<file path="src/rtl/imm_pkg.sv">
// Shared definitions for the RV32/RV64 immediate generator: opcodes,
// format codes and the XLEN legality check.
package imm_pkg;

  localparam int unsigned INST_W = 32;
  localparam int unsigned OPC_W  = 7;
  localparam int unsigned FMT_W  = 3;

  localparam logic [OPC_W-1:0] OPC_LOAD      = 7'b0000011;
  localparam logic [OPC_W-1:0] OPC_MISC_MEM  = 7'b0001111;
  localparam logic [OPC_W-1:0] OPC_OP_IMM    = 7'b0010011;
  localparam logic [OPC_W-1:0] OPC_AUIPC     = 7'b0010111;
  localparam logic [OPC_W-1:0] OPC_OP_IMM_32 = 7'b0011011;
  localparam logic [OPC_W-1:0] OPC_STORE     = 7'b0100011;
  localparam logic [OPC_W-1:0] OPC_OP        = 7'b0110011;
  localparam logic [OPC_W-1:0] OPC_LUI       = 7'b0110111;
  localparam logic [OPC_W-1:0] OPC_OP_32     = 7'b0111011;
  localparam logic [OPC_W-1:0] OPC_BRANCH    = 7'b1100011;
  localparam logic [OPC_W-1:0] OPC_JALR      = 7'b1100111;
  localparam logic [OPC_W-1:0] OPC_JAL       = 7'b1101111;
  localparam logic [OPC_W-1:0] OPC_SYSTEM    = 7'b1110011;

  // Code 7 is reserved.
  typedef enum logic [FMT_W-1:0] {
    FMT_NONE  = 3'd0,
    FMT_I     = 3'd1,
    FMT_S     = 3'd2,
    FMT_B     = 3'd3,
    FMT_U     = 3'd4,
    FMT_J     = 3'd5,
    FMT_SHAMT = 3'd6
  } fmt_e;

  function automatic bit xlen_legal(int unsigned xlen);
    return (xlen == 32) || (xlen == 64);
  endfunction

endpackage

</file>
<file path="src/rtl/imm_decode.sv">
// Combinational immediate decoder: instruction word to sign-extended
// immediate, format code and unknown-opcode flag.
module imm_decode
  import imm_pkg::*;
#(
  parameter int unsigned XLEN = 32
) (
  input  logic [INST_W-1:0] inst,
  output logic [XLEN-1:0]   imm_c,
  output fmt_e              fmt_c,
  output logic              bad_op_c
);

  localparam bit IS64 = (XLEN == 64);

  logic [OPC_W-1:0] opc;
  logic             shift_op;
  logic [31:0]      imm_i;
  logic [31:0]      imm_s;
  logic [31:0]      imm_b;
  logic [31:0]      imm_u;
  logic [31:0]      imm_j;
  logic [5:0]       shamt_op;
  logic [5:0]       shamt_w;

  assign opc      = inst[6:0];
  assign shift_op = (inst[13:12] == 2'b01);  // funct3 001 or 101
  assign imm_i    = {{20{inst[31]}}, inst[31:20]};
  assign imm_s    = {{20{inst[31]}}, inst[31:25], inst[11:7]};
  assign imm_b    = {{20{inst[31]}}, inst[7], inst[30:25], inst[11:8], 1'b0};
  assign imm_u    = {inst[31:12], 12'b0};
  assign imm_j    = {{12{inst[31]}}, inst[19:12], inst[20], inst[30:21], 1'b0};
  // RV64 OP-IMM shifts use a 6-bit shamt; word shifts and RV32 use 5 bits.
  assign shamt_op = IS64 ? inst[25:20] : {1'b0, inst[24:20]};
  assign shamt_w  = {1'b0, inst[24:20]};

  always_comb begin
    imm_c    = '0;
    fmt_c    = FMT_NONE;
    bad_op_c = 1'b0;
    case (opc)
      OPC_LOAD, OPC_JALR, OPC_MISC_MEM, OPC_SYSTEM: begin
        imm_c = XLEN'($signed(imm_i));
        fmt_c = FMT_I;
      end
      OPC_OP_IMM: begin
        if (shift_op) begin
          imm_c = XLEN'(shamt_op);
          fmt_c = FMT_SHAMT;
        end else begin
          imm_c = XLEN'($signed(imm_i));
          fmt_c = FMT_I;
        end
      end
      OPC_OP_IMM_32: begin
        if (!IS64) begin
          bad_op_c = 1'b1;
        end else if (shift_op) begin
          imm_c = XLEN'(shamt_w);
          fmt_c = FMT_SHAMT;
        end else begin
          imm_c = XLEN'($signed(imm_i));
          fmt_c = FMT_I;
        end
      end
      OPC_STORE: begin
        imm_c = XLEN'($signed(imm_s));
        fmt_c = FMT_S;
      end
      OPC_BRANCH: begin
        imm_c = XLEN'($signed(imm_b));
        fmt_c = FMT_B;
      end
      OPC_LUI, OPC_AUIPC: begin
        imm_c = XLEN'($signed(imm_u));
        fmt_c = FMT_U;
      end
      OPC_JAL: begin
        imm_c = XLEN'($signed(imm_j));
        fmt_c = FMT_J;
      end
      OPC_OP:    bad_op_c = 1'b0;
      OPC_OP_32: bad_op_c = !IS64;
      default:   bad_op_c = 1'b1;
    endcase
  end

endmodule

</file>
<file path="src/rtl/imm_gen_pipe.sv">
// Registered immediate generator: decode on the input side, results held
// in a 2-entry skid buffer with synchronous flush.
module imm_gen_pipe
  import imm_pkg::*;
#(
  parameter int unsigned XLEN  = 32,
  parameter int unsigned TAG_W = 32
) (
  input  logic              clk,
  input  logic              rst_n,
  input  logic              flush,
  input  logic              in_valid,
  output logic              in_ready,
  input  logic [INST_W-1:0] in_inst,
  input  logic [TAG_W-1:0]  in_tag,
  output logic              out_valid,
  input  logic              out_ready,
  output logic [XLEN-1:0]   out_imm,
  output logic [FMT_W-1:0]  out_fmt,
  output logic              out_bad_op,
  output logic [TAG_W-1:0]  out_tag
);

  if (!xlen_legal(XLEN)) begin : g_xlen_check
    $error("imm_gen_pipe: XLEN must be 32 or 64");
  end

  typedef struct packed {
    logic [XLEN-1:0]  imm;
    fmt_e             fmt;
    logic             bad_op;
    logic [TAG_W-1:0] tag;
  } entry_t;

  entry_t dec_entry;
  entry_t e0_q, e0_n;
  entry_t e1_q, e1_n;
  logic   e0_v_q, e0_v_n;
  logic   e1_v_q, e1_v_n;
  logic   enq;
  logic   deq;

  imm_decode #(.XLEN(XLEN)) u_decode (
    .inst     (in_inst),
    .imm_c    (dec_entry.imm),
    .fmt_c    (dec_entry.fmt),
    .bad_op_c (dec_entry.bad_op)
  );
  assign dec_entry.tag = in_tag;

  assign enq = in_valid & ~e1_v_q;
  assign deq = e0_v_q & out_ready;

  // Next-state: flush wins; otherwise FIFO order with E1 refilling E0.
  always_comb begin
    e0_n   = e0_q;
    e1_n   = e1_q;
    e0_v_n = e0_v_q;
    e1_v_n = e1_v_q;
    if (flush) begin
      e0_v_n = 1'b0;
      e1_v_n = 1'b0;
    end else if (deq) begin
      if (e1_v_q) begin
        e0_n   = e1_q;
        e1_v_n = 1'b0;
      end else begin
        e0_v_n = enq;
        if (enq) e0_n = dec_entry;
      end
    end else if (enq) begin
      if (!e0_v_q) begin
        e0_n   = dec_entry;
        e0_v_n = 1'b1;
      end else begin
        e1_n   = dec_entry;
        e1_v_n = 1'b1;
      end
    end
  end

  always_ff @(posedge clk or negedge rst_n) begin
    if (!rst_n) begin
      e0_q   <= '0;
      e1_q   <= '0;
      e0_v_q <= 1'b0;
      e1_v_q <= 1'b0;
    end else begin
      e0_q   <= e0_n;
      e1_q   <= e1_n;
      e0_v_q <= e0_v_n;
      e1_v_q <= e1_v_n;
    end
  end

  assign in_ready   = ~e1_v_q;
  assign out_valid  = e0_v_q;
  assign out_imm    = e0_q.imm;
  assign out_fmt    = e0_q.fmt;
  assign out_bad_op = e0_q.bad_op;
  assign out_tag    = e0_q.tag;

endmodule

</file>
<file path="config.mk">
export PLATFORM = sky130hd
export DESIGN_NAME = imm_gen_pipe
export DESIGN_NICKNAME = d
export VERILOG_FILES = /design/src/rtl/imm_pkg.sv /design/src/rtl/imm_decode.sv /design/src/rtl/imm_gen_pipe.sv
export SDC_FILE = /design/constraint.sdc
export NUM_CORES = 1
export LEC_CHECK = 0
export CORE_MARGIN = 4
export CORE_UTILIZATION = 40
export DETAILED_ROUTE_END_ITERATION = 8
export PLACE_DENSITY = 0.76
export SYNTH_ARGS = -nofsm -noshare
export SYNTH_HDL_FRONTEND = slang
export SYNTH_SLANG_ARGS = --single-unit
</file>
<file path="constraint.sdc">
create_clock -name clk -period 2.2 [get_ports clk]
set_input_delay 0.44 -clock clk [delete_from_list [all_inputs] [get_ports clk]]
set_output_delay 0.44 -clock clk [all_outputs]
set_load 0.05 [all_outputs]
</file>
==> Word level (Yosys, flattened, before mapping) <==
Index checks and enable logic that the tools add are counted.
Widths: inputs -> output; s select.
{ "classes": {"eq_ne": 14, "n_mux": 18, "bitwise": 5, "n_reduce_logical": 11} }
{ "op_table": {"columns": ["op", "count"], "rows": [
  ["$mux 68", 5],
  ["$pmux 32 s6", 1],
  ["$mux 32", 1],
  ["$eq 7x7->1 const B", 4],
  ["$eq 7x6->1 const B", 3],
  ["$pmux 3 s6", 1],
  ["$eq 7x5->1 const B", 2],
  ["$reduce_or 11->1", 1],
  ["$mux 1", 9],
  ["$reduce_and 4->1", 2],
  ["$eq 7x2->1 const B", 1],
  ["$eq 7x4->1 const B", 1],
  ["$reduce_bool 3->1", 2],
  ["$reduce_and 2->1", 2],
  ["$reduce_bool 2->1", 2],
  ["$reduce_or 4->1", 1],
  ["$mux 3", 1],
  ["$ne 3x3->1 const B", 1],
  ["$not 1->1", 3],
  ["$and 1x1->1", 2],
  ["$eq 2x1->1 const B", 1],
  ["$ne 2x1->1 const B", 1],
  ["$reduce_or 2->1", 1]
]} }
{ "totals": {"regBits": 138, "inputBits": 69, "out_inout_bits": 70, "elab_cells": 58} }

==> Logic depth before layout (Yosys ltp) <==
Gate-level depths: netlist of run 1.
{ "depth": {"ltp_word": 6, "ltp_mapped": 7, "depth_no_buf": 5} }

==> Modules after synthesis <==
A second synthesis of run 1 with hierarchy kept.
{ "unflattened": {"hier_cells": 463, "hier_area_um2": 6671.4} }
{ "modules_own_cells": {"columns": ["mod", "n_inst", "cells_each", "area_per_inst_um2", "seq_area_each_um2"], "rows": [
  ["imm_gen_pipe", 1, 374, 5972.0, 3453.3],
  ["imm_decode", 1, 89, 699.4, 0.0]
]} }

==> Worst setup path after synthesis of run 1 <==
Ideal clock, no wire load.
{ "synth_path": {"kind": "flip-flop to flip-flop", "start": "register e0_v_q (netlist: out_valid)", "end": "register e0_q, in the netlist out_imm[12]", "setup_time_ns": 0.130, "arrival_ns": 1.752, "required_ns": 2.070, "path_slack_ns": 0.318, "stages_incl_launch_ff": 7, "n_path_buf": 1, "period_less_slack_ns": 1.882, "path_cell_list": "dfrtp_1 -> nand2_1 -> a211o_1 -> clkbuf_1 -> or3_1 -> o21ai_1 -> a31oi_1"} }
{ "synth_between": {"elab_chain_cells": 3} }
{ "synth_lines": {"columns": ["item", "line", "text"], "rows": [
  ["start: declaration", "imm_gen_pipe.sv:38", "logic e0_v_q, e0_v_n;"],
  ["start signal: assignment", "imm_gen_pipe.sv:91", "e0_v_q <= e0_v_n;"],
  ["$and 1x1->1", "imm_gen_pipe.sv:52", "assign deq = e0_v_q & out_ready;"],
  ["$ne 2x1->1 (no line) / $reduce_bool 2->1 (equally long branches)", null, null],
  ["$reduce_and 4->1 (no line)", null, null],
  ["end signal: assignment", "imm_gen_pipe.sv:89", "e0_q <= e0_n;"],
  ["end: declaration", "imm_gen_pipe.sv:36", "entry_t e0_q, e0_n;"]
]} }
Parallel ways exist; a longest one is shown, timed or not.
A chain may end at the register's enable or synchronous reset.

==> Worst setup path in the final report of run 1 <==
{ "layout_path": {"start": "register e0_q, in the netlist out_fmt[1]", "end": "output out_fmt[1]"} }
{ "layout_lines": {"columns": ["item", "line", "text"], "rows": [
  ["end: declaration", "imm_gen_pipe.sv:19", "output logic [FMT_W-1:0] out_fmt,"]
]} }
No word-level cell between the ends.

==> results.yml, run 1 <==
yosys:
  yosysWarnings: 0
  yosysTopAreaCell: "dfrtp_1"
  synth_edf_count: 0
  synth_top_area_frac: 0.535
  synthMuxAreaShare: 0
  syn_area_mm2: 0.00645
  synthArstFlopShare: 1.00
  synth.area.top_cells: "dfrtp_1, nand2_1, a31oi_1"
  ys_seq_area_frac: 0.535
  synth_ff_type: "dfrtp_1"
  synthDistinctLibCells: 51
  synthXorXnorAreaFrac: 0.00271
  synth_compound_area_frac: 0.188
  yosys.area_share.adder: 0
  syn_inst: 751
  syn-num-nets: 820
  synth_seq_cells: 138
  avgSynthCellArea_um2: 8.60
  synthSimpleGateAreaFrac: 0.229
  synth_top_family_by_area: "simple AND/OR/NAND/NOR gates"
cts:
  htree_levels: 4
  clockBufferDepth: 2
  cts_sinks: 138
  path_clk_slew_ns: 0.06
  cts_tree: "built"
  cts_buffers: 17
  cts-root-buf: "clkbuf_16"
  worstSkewPairLatency_ns: 0.42
sta:
  fin_crit_sh: 0.943
  fin_skew_ns: 0.00803
  min_period_ns: 2.07
  setup_viol_count_final: 0
  worst_slack_ns: 0.126
  setup_tns_ns: 0
  drv_slew: 0
  tightestPinTransition_ns: 0.613
  maxSlewHeadroom: 0.591
  rsz0062_at_grt: "false"
  fmax_ghz: 0.482
  hold_violations: 0
worst_setup_path:
  cp.required_ns: 1.76
  cp_max_fo: 2
  crit_path_cell_trace: "clkdlybuf4s50_1"
  critPathCaptureType: "output pin"
  path_delay_family: "buffers and inverters"
  cp.buffers_inverters: 1
  cp.arrival_ns: 1.63
  cp_slowest_stage_delay_ns: 0.82
  worst_path_max_delay_cell: "clkdlybuf4s50_1"
  path_class: "flip-flop to output pin"
  startpoint_type: "flip-flop"
place:
  placed_cells: 1102
  dp_hpwl_um: 12200
  placed_area_mm2: 0.00845
  gp_congestion: 0.883
  place_ws_ns: -0.157
  io_buffers: 138
grt:
  grt_max_degree: 61
  grt_pass1_vias: 5854
  grt_overflow: 0
  grt_first_pass_wirelength_um: 29200
  track_usage: 0.199
  antenna_found_initial: 0
detailed_routing:
  firstDrtPassIters: 5
  vias_per_cell: 5.24
  post-route-drc-count: 0
  dr_total_vias: 5949
  wl_per_cell_um: 15.7
  antenna_left: 0
  drt_iter0_drc: 396
  wirelength_um: 17800
cells_and_area:
  layout_commonest_cell: "nand2_1"
  final_cell_mix: "nand2_1, dfrtp_1, clkdlybuf4s50_1"
  layout-drive-gt1-share: 0.116
  area_growth_pct: 40.6
  design_area_mm2: 0.00907
  fin_util: 0.573
  nets: 975
  n_antenna_cell: 0
  fillers: 1389
  final_cells: 1135
floorplanning:
  rows: 46
  die_y_um: 135
  coreArea_mm2: 0.0158
  start_util: 0.408
  dieArea_mm2: 0.0182
  die_w_um: 135
  pin_count: 139
power:
  p_leak_nw: 3.97
  powerDensity_mw_per_mm2: 916
  max-vdd-ir-drop_mv: 0.603
min_path:
  holdCritPathClass: "flip-flop to flip-flop"
flow_run:
  drv_cap: 0
outcome:
  status: "complete, no violations"
-- state kept, by name (all words and copies together), names as in the netlist --
name / cells
e1_q: 68
e1_v_q: 1
out_bad_op: 1
out_fmt: 3
out_imm: 32
out_tag: 32
out_valid: 1
-- cell type report --
cell class	count	area (µm²)	share of cell area
well taps	216	270	0.0298
multi-input cells	550	2730	0.301
clock inverters	13	168	0.0185
flip-flops and latches	138	3450	0.381
inverters	4	15.0	0.00165
clock buffers	19	443	0.0488
repair buffers	195	1990	0.220
-- stage by stage --
| step | total power (W) | hold WS [ns] |
|---|---|---|
| 6_report | 0.00831 | 0.471 |
| 5_1_grt | 0.00869 | 0.497 |
| 4_1_cts | 0.00839 | 0.475 |
| 3_5_place_dp | 0.00543 | 0.385 |
| 3_3_place_gp | 0.00537 | 0.380 |
| 2_1_floorplan | 0.00454 | 0.144 |
-- final timing paths --
path,to,depth (start not counted),startpoint,slack (ns)
worst max-delay path,out_fmt[1],1,out_fmt[1],0.13
worst min-delay path,e1_q[32],2,e1_q[32],0.47
worst max register to register,out_imm[16],5,e1_v_q,0.30
worst min register to register,e1_q[32],2,e1_q[32],0.47
max in group asynchronous,e1_q[32],3,rst_n,1.02
min in group asynchronous,e1_q[36],2,rst_n,0.50
-- cell families after synthesis --
| group | Yosys count |
|---|---|
| simple gates | 355 |
| compound gates | 193 |
| flops | 138 |
| buf+inv | 63 |
| xor+xnor | 2 |
-- worst reg2reg max path, stage by stage (launching register included) --
cell and delay, ns:
dfrtp_1 0.44, nand2b_1 0.20, a211o_1 0.52, or3_1 0.42
o21ai_0 0.09, a31oi_1 0.07
-- power by group --
group	total, W	internal, W	leakage, nW	switching, W
Sequential	0.00327	0.00301	1.70	0.000260
Clock	0.00293	0.00182	0.282	0.00111
Combinational	0.00211	0.000790	1.98	0.00132
Total	0.00831	0.00562	3.97	0.00270
-- synthesized netlist by cell type (7+ instances only) --
cell type    n
nor2_1      76
a31oi_1     55
o21ai_0     15
buf_2       21
a21oi_1     56
clkbuf_1    24
and2_1       7
a2bb2oi_1   12
nand3_1     15
nand2_1    218
or3_1       12
buf_1        8
o21ai_1     29
dfrtp_1    138
-- metal layers --
| metal | GRT usage | vias up | share of wire |
|---|---|---|---|
| met4 | 0.0677 | 0 | 0.019 |
| met1 | 0.261 | 2859 | 0.43 |
| met5 | 0 | - | 0 |
| met2 | 0.327 | 180 | 0.50 |
| met3 | 0.0455 | 27 | 0.059 |
| li1 | - | 2883 | - |
-- repair_timing --
action                                  CTS  global route
hold endpoints to repair                 38             0
setup buffers                             0             0
hold buffers                              1             0
endpoints found under the setup margin    0             2
resized for setup                         0             2
Power figures use the tool's default switching activity.
==> run 2, diff against run 1 <==
--- a/config.mk
+++ b/config.mk
@@ -9,6 +9,7 @@
 export CORE_UTILIZATION = 40
 export DETAILED_ROUTE_END_ITERATION = 8
 export PLACE_DENSITY = 0.76
+export SKIP_LAST_GASP = 1
 export SYNTH_ARGS = -nofsm -noshare
 export SYNTH_HDL_FRONTEND = slang
 export SYNTH_SLANG_ARGS = --single-unit
==> results of run 2 <==
The final DEF is identical to that of run 1; final timing and power are the same.
